### config.mk
export PLATFORM = sky130hd
export DESIGN_NAME = fifo_width_downsizer
export DESIGN_NICKNAME = d
export VERILOG_FILES = /design/src/rtl/fifo_width_downsizer.sv
export SDC_FILE = /design/constraint.sdc
export NUM_CORES = 1
export LEC_CHECK = 0
export ABC_AREA = 1
export BUFFER_PORTS_ARGS = -buffer_cell sky130_fd_sc_hd__buf_2
export CORE_MARGIN = 1
export CORE_UTILIZATION = 55
export CTS_BUF_LIST = sky130_fd_sc_hd__clkbuf_4
export CTS_CLUSTER_SIZE = 20
export DETAILED_ROUTE_END_ITERATION = 16
export PLACE_DENSITY = 0.91
export SKIP_LAST_GASP = 1
export SLEW_MARGIN = 20
export SYNTH_ARGS = -nofsm -noshare
export SYNTH_HDL_FRONTEND = slang
export SYNTH_SLANG_ARGS = --single-unit
### constraint.sdc
create_clock -name clk -period 1.9 [get_ports clk]
set_clock_uncertainty 0.15 [all_clocks]
set_input_delay 0.19 -clock clk [delete_from_list [all_inputs] [get_ports clk]]
set_output_delay 0.19 -clock clk [all_outputs]
set_load 0.01 [all_outputs]
### src/rtl/fifo_width_downsizer.sv
// Purpose: splits each wide FWFT FIFO word into RATIO narrow words, LSB slice first.
// Latency: a word popped in cycle t presents its first slice in t+1; one slice per cycle, no bubbles.
// Backpressure: out_full_n low freezes the held word and slice; upstream is popped only on the last beat.
module fifo_width_downsizer #(
   parameter int DATA_WIDTH = 32,
   parameter int RATIO      = 4
) (
   input  logic                          clk,
   input  logic                          reset_n,
   input  logic                          in_empty_n,
   output logic                          in_read,
   output logic                          in_read_ce,
   input  logic [DATA_WIDTH*RATIO-1:0]   in_dout,
   input  logic                          out_full_n,
   output logic                          out_write,
   output logic                          out_write_ce,
   output logic [DATA_WIDTH-1:0]         out_din,
   output logic                          busy
);

   localparam int IDX_W = (RATIO > 1) ? $clog2(RATIO) : 1;
   localparam logic [IDX_W-1:0] IDX_LAST = IDX_W'(RATIO - 1);

   // The two states are simply the value of valid_q.
   localparam logic ST_IDLE = 1'b0;
   localparam logic ST_HOLD = 1'b1;

   generate
      if (RATIO < 1) begin : g_bad_ratio
         $error("fifo_width_downsizer: RATIO must be >= 1");
      end
   endgenerate

   logic [DATA_WIDTH*RATIO-1:0] hold_q;
   logic                        valid_q;
   logic [IDX_W-1:0]            idx_q;
   logic                        beat;
   logic                        last;

   assign beat = (valid_q == ST_HOLD) & out_full_n;
   assign last = beat & (idx_q == IDX_LAST);

   // Refill when empty or on the final beat so consecutive wide words stream without a gap.
   // Gated by reset_n so nothing is popped (and lost) while the block is held in reset.
   assign in_read      = reset_n & in_empty_n & ((valid_q == ST_IDLE) | last);
   assign in_read_ce   = 1'b1;
   assign out_write    = valid_q;
   assign out_write_ce = 1'b1;
   assign busy         = valid_q;

   // Select the current slice of the held word.
   always_comb begin
      out_din = '0;
      for (int i = 0; i < RATIO; i++) begin
         if (idx_q == IDX_W'(i)) begin
            out_din = hold_q[i*DATA_WIDTH +: DATA_WIDTH];
         end
      end
   end

   // Load a new word, retire the finished one, or advance to the next slice.
   always_ff @(posedge clk or negedge reset_n) begin
      if (!reset_n) begin
         hold_q  <= '0;
         valid_q <= ST_IDLE;
         idx_q   <= '0;
      end else if (in_read) begin
         hold_q  <= in_dout;
         valid_q <= ST_HOLD;
         idx_q   <= '0;
      end else if (last) begin
         valid_q <= ST_IDLE;
         idx_q   <= '0;
      end else if (beat) begin
         idx_q   <= idx_q + IDX_W'(1);
      end
   end

endmodule

==> run_results.csv, run 1 <==
group,metric,value,unit
status,failing_step,"global routing (5_1_grt)",
floorplan,std_cell_rows,38,
status,status,"stopped before the end",
placement,place.gp.congestion,0.896,
synthesis,ys_types,15,
synthesis,ys_warn_count,0,
sta,worstEndpointType,"top-level output",
synthesis,synth_top_area_share,52.6,%
placement,portBuffers,166,
floorplan,fp.dieH,108,um
floorplan,io_pins,169,
clocking,cts_buffers,17,
synthesis,synth_area_leaders,"dfrtp_1, nand2_1, a21oi_1",
synthesis,synth-seq-cells,131,
clocking,clockBufferDepth,2,
synthesis,seq_area_frac_synth,52.6,%
status,first-error,"[ERROR GRT-0232] Routing congestion too high. Check the congestion heatmap in the GUI.",
clocking,clock_sinks,131,
synthesis,synthTopCellsByCount,"nand2_1, dfrtp_1, nor2_1",
synthesis,synth_most_common_cell,"nand2_1",
synthesis,avgSynthCellArea,7.29,um^2
synthesis,synth-async-reset-ratio,100,%
global_routing,grt_overflow,7,
clocking,h-tree-depth,4,
synthesis,syn_area,0.00623,mm^2
synthesis,synth_enable_flop_cells,0,
floorplan,start_util,56.9,%
global_routing,grt_usage,75.7,%
synthesis,synthFlopType,"dfrtp_1",
sta,worst_endpoint,"out_din[9]",
synthesis,yosysTopAreaCell,"dfrtp_1",
floorplan,die_width,108,um
clocking,cts_root_buf,"clkbuf_4",
placement,dp_hpwl,11100,um
synthesis,syn_inst,854,
placement,place_inst,1120,
global_routing,grt_max_degree,132,
[kinds of logic after synthesis]
family | after synthesis | synth area share, %
other | 1 | 0.0602
adder cells (fa/ha/maj) | 4 | 0.804
AND/OR/NAND/NOR | 599 | 36.8
AO/OA/AOI/OAI | 44 | 3.54
flip-flops | 131 | 52.6
buffers and inverters | 75 | 6.15
[through the flow]
| stage | worst slack [ns] | utilization [%] | cell area (um^2) |
|---|---|---|---|
| CTS | -0.391 | 83.2 | 9100 |
| detailed placement | 0.113 | 65.6 | 7170 |
| global placement | 0.150 | 65.6 | 7170 |
| floorplan | 0.147 | - | 6230 |
[what timing repair did]
action,in CTS
hold buffers,132
endpoints found under the hold margin,262
setup buffers,4
gates cloned,4
endpoints found under the setup margin,33
pin swaps,14
resized for setup,54
[routing by layer]
| layer | GRT overflow | GRT usage (%) |
|---|---|---|
| met5 | 0 | 24.6 |
| met4 | 5 | 71.0 |
| met3 | 0 | 64.9 |
| met2 | 2 | 89.7 |
| met1 | 0 | 77.0 |
==> run 2, diff against run 1 <==
--- a/config.mk
+++ b/config.mk
@@ -8,11 +8,9 @@
 export ABC_AREA = 1
 export BUFFER_PORTS_ARGS = -buffer_cell sky130_fd_sc_hd__buf_2
 export CORE_MARGIN = 1
-export CORE_UTILIZATION = 55
-export CTS_BUF_LIST = sky130_fd_sc_hd__clkbuf_4
-export CTS_CLUSTER_SIZE = 20
+export CORE_UTILIZATION = 40
 export DETAILED_ROUTE_END_ITERATION = 16
-export PLACE_DENSITY = 0.91
+export PLACE_DENSITY_LB_ADDON = 0.15
 export SKIP_LAST_GASP = 1
 export SLEW_MARGIN = 20
 export SYNTH_ARGS = -nofsm -noshare
==> run 2 against run 1 <==
The flow now finishes, with violations (setup timing). Area after synthesis unchanged. Synthesized cell count unchanged.
==> run_results.csv, run 2 <==
group,metric,value,unit
status,status,"finished with violations",
status,failed_checks,"setup timing",
final_layout,fin_util,65.2,%
final_layout,top_register,"hold_q",
final_layout,syn2layout_area_growth,59.1,%
power,p_per_area,1570,mW/mm^2
global_routing,grt_usage,26.0,%
clocking,cts_buffers,17,
sta,relSlewSlack,50.9,%
synthesis,ys_warn_count,0,
placement,dp_hpwl,12200,um
clocking,insertion_delay,0.42,ns
route,wl_per_cell,15.9,um
route,via_per_inst,4.78,
route,firstDrtPassIters,5,
setup_path,r2r_start,"idx_q[0]",
sta,rsz0062_at_grt,"yes",
synthesis,seq_area_frac_synth,52.6,%
power,p_leak,0.00535,uW
final_layout,layout_commonest_cell,"nand2_1",
setup_path,cp.required,1.56,ns
sta,period_share,115,%
clocking,cts_tree,"yes",
setup_path,reg2reg_slack,0.05,ns
clocking,clock_sinks,131,
final_layout,layout_common_cells,"nand2_1, buf_2, dlygate4sd3_1, dfrtp_1, nor2_1",
sta,layout_setup_ws,-0.285,ns
floorplan,io_pins,169,
sta,fin_crit,2.19,ns
power,ir_worst_vdd,0.981,mV
setup_path,path_max_fanout,19,
synthesis,synth_area_leaders,"dfrtp_1, nand2_1, a21oi_1",
final_layout,design_area,0.00990,mm^2
final_layout,final_nets,1292,
synthesis,synth-seq-cells,131,
synthesis,synthTopCellsByCount,"nand2_1, dfrtp_1, nor2_1",
synthesis,ys_types,15,
floorplan,core,0.0152,mm^2
synthesis,yosysTopAreaCell,"dfrtp_1",
floorplan,dieArea,0.0161,mm^2
floorplan,start_util,41.0,%
route,drc,0,
global_routing,grt_pass1_vias,6091,
global_routing,grt_max_degree,132,
synthesis,synth-async-reset-ratio,100,%
sta,worst_slew_pin_slew,0.737,ns
floorplan,std_cell_rows,45,
sta,hold_violations,0,
sta,maxSlewViolCount,0,
placement,dp_slack,0.0479,ns
route,vias,6488,
placement,place_area,0.00731,mm^2
global_routing,grt_overflow,0,
synthesis,syn_area,0.00623,mm^2
clocking,clockBufferDepth,2,
synthesis,avgSynthCellArea,7.29,um^2
clocking,clkTransAtPathRegs,0.05,ns
synthesis,syn_inst,854,
global_routing,antenna_found_initial,0,
final_layout,drive_above_1_share,25.8,%
synthesis,synth_most_common_cell,"nand2_1",
hold_path,hp-class,"in2async",
route,wirelength,21500,um
final_layout,n_antenna_cell,0,
setup_path,r2r_cells,10,
clocking,h-tree-depth,4,
sta,fmax,458,MHz
run,max_cap_violations,0,
floorplan,die_width,127,um
sta,setup-violations-final,33,
synthesis,synth_enable_flop_cells,0,
final_layout,largest_reg_flops,128,
route,ant_nets,0,
placement,place.gp.congestion,0.840,
global_routing,grt_pass1_wl,31800,um
setup_path,cp-start-kind,"flop",
setup_path,worstPathArrival,1.85,ns
placement,portBuffers,166,
route,drtIter0Drc,484,
setup_path,worstSetupPathType,"reg2out",
synthesis,synth_top_area_share,52.6,%
floorplan,fp.dieH,127,um
power,total_power,15500,uW
synthesis,synthFlopType,"dfrtp_1",
clocking,cts_root_buf,"clkbuf_16",
setup_path,r2r-end,"hold_q[20]",
setup_path,end_kind,"output port",
[run 2: cell counts after synthesis]
Identical to the previous run, type by type.
[run 2: how the worst max path moves through the flow]
stage	from	endpoint	slack, ns	depth (start not counted)
4_1_cts	idx_q[0]	out_din[16]	-0.27	8
6_report	idx_q[1]	out_din[17]	-0.29	8
2_1_floorplan	idx_q[0]	out_din[31]	0.15	6
3_5_place_dp	idx_q[0]	hold_q[17]	0.05	8
3_3_place_gp	idx_q[1]	hold_q[17]	0.06	8
5_1_grt	idx_q[1]	out_din[17]	-0.36	8
[run 2: area by class of cell]
class	instances	area (um^2)
clock buffers	27	483
clock inverters	5	75.1
fillers	1307	5300
inverters	20	92.6
multi-input cells	649	2850
flip-flops and latches	131	3280
well taps	188	235
repair buffers	337	2890
[run 2: kinds of logic (layout without fill, tap and decap cells)]
family | after synthesis | count (layout) | share of synthesized area (%)
compound gates | 44 | 44 | 3.54
other cells | 1 | 2 | 0.0602
simple gates | 599 | 599 | 36.8
buf+inv | 75 | 389 | 6.15
flops | 131 | 131 | 52.6
fa+ha+maj | 4 | 4 | 0.804
[run 2: where the power goes]
group	internal [uW]	switching [uW]	leakage, uW
Sequential	4090	867	0.00163
Combinational	3230	4180	0.00345
Clock	2000	1180	0.000273
Total	9310	6230	0.00535
[run 2: layer usage]
metal  global-route usage, %  vias to the layer above  share of wire, %
met5                       0                        -                 0
met4                    9.66                        0               1.8
met3                    4.43                       32               5.3
met2                    38.4                      233                45
met1                    38.4                     3014                48
li1                        -                     3209                 -
[run 2: critical path, stage by stage, from the launching register on]
cell	delay, ns
dfrtp_1	0.41
buf_6	0.15
ha_4	0.19
buf_12	0.16
a21oi_1	0.12
nand2_1	0.11
nand2_1	0.09
nand2_1	0.05
buf_2	0.13
[run 2: repair_timing]
action / in CTS / in global routing
pin swaps: 5 / 19
resized for setup: 34 / 74
cloned: 3 / 9
hold buffers: 132 / 0
hold endpoints to repair: 261 / 0
endpoints found under the setup margin: 33 / 157
buffers inserted: 4 / 1
[run 2: stage by stage]
step | instances | hold WS [ns] | TNS, ns
floorplan | 855 | -0.256 | 0
global placement | 1176 | 0.234 | 0
detailed placement | 1176 | 0.236 | 0
CTS | 1347 | 0.330 | -7.67
global route | 1357 | 0.341 | -10.45
finish | 1357 | 0.307 | -8.03
Note: power is estimated with default switching activity, not from simulation.
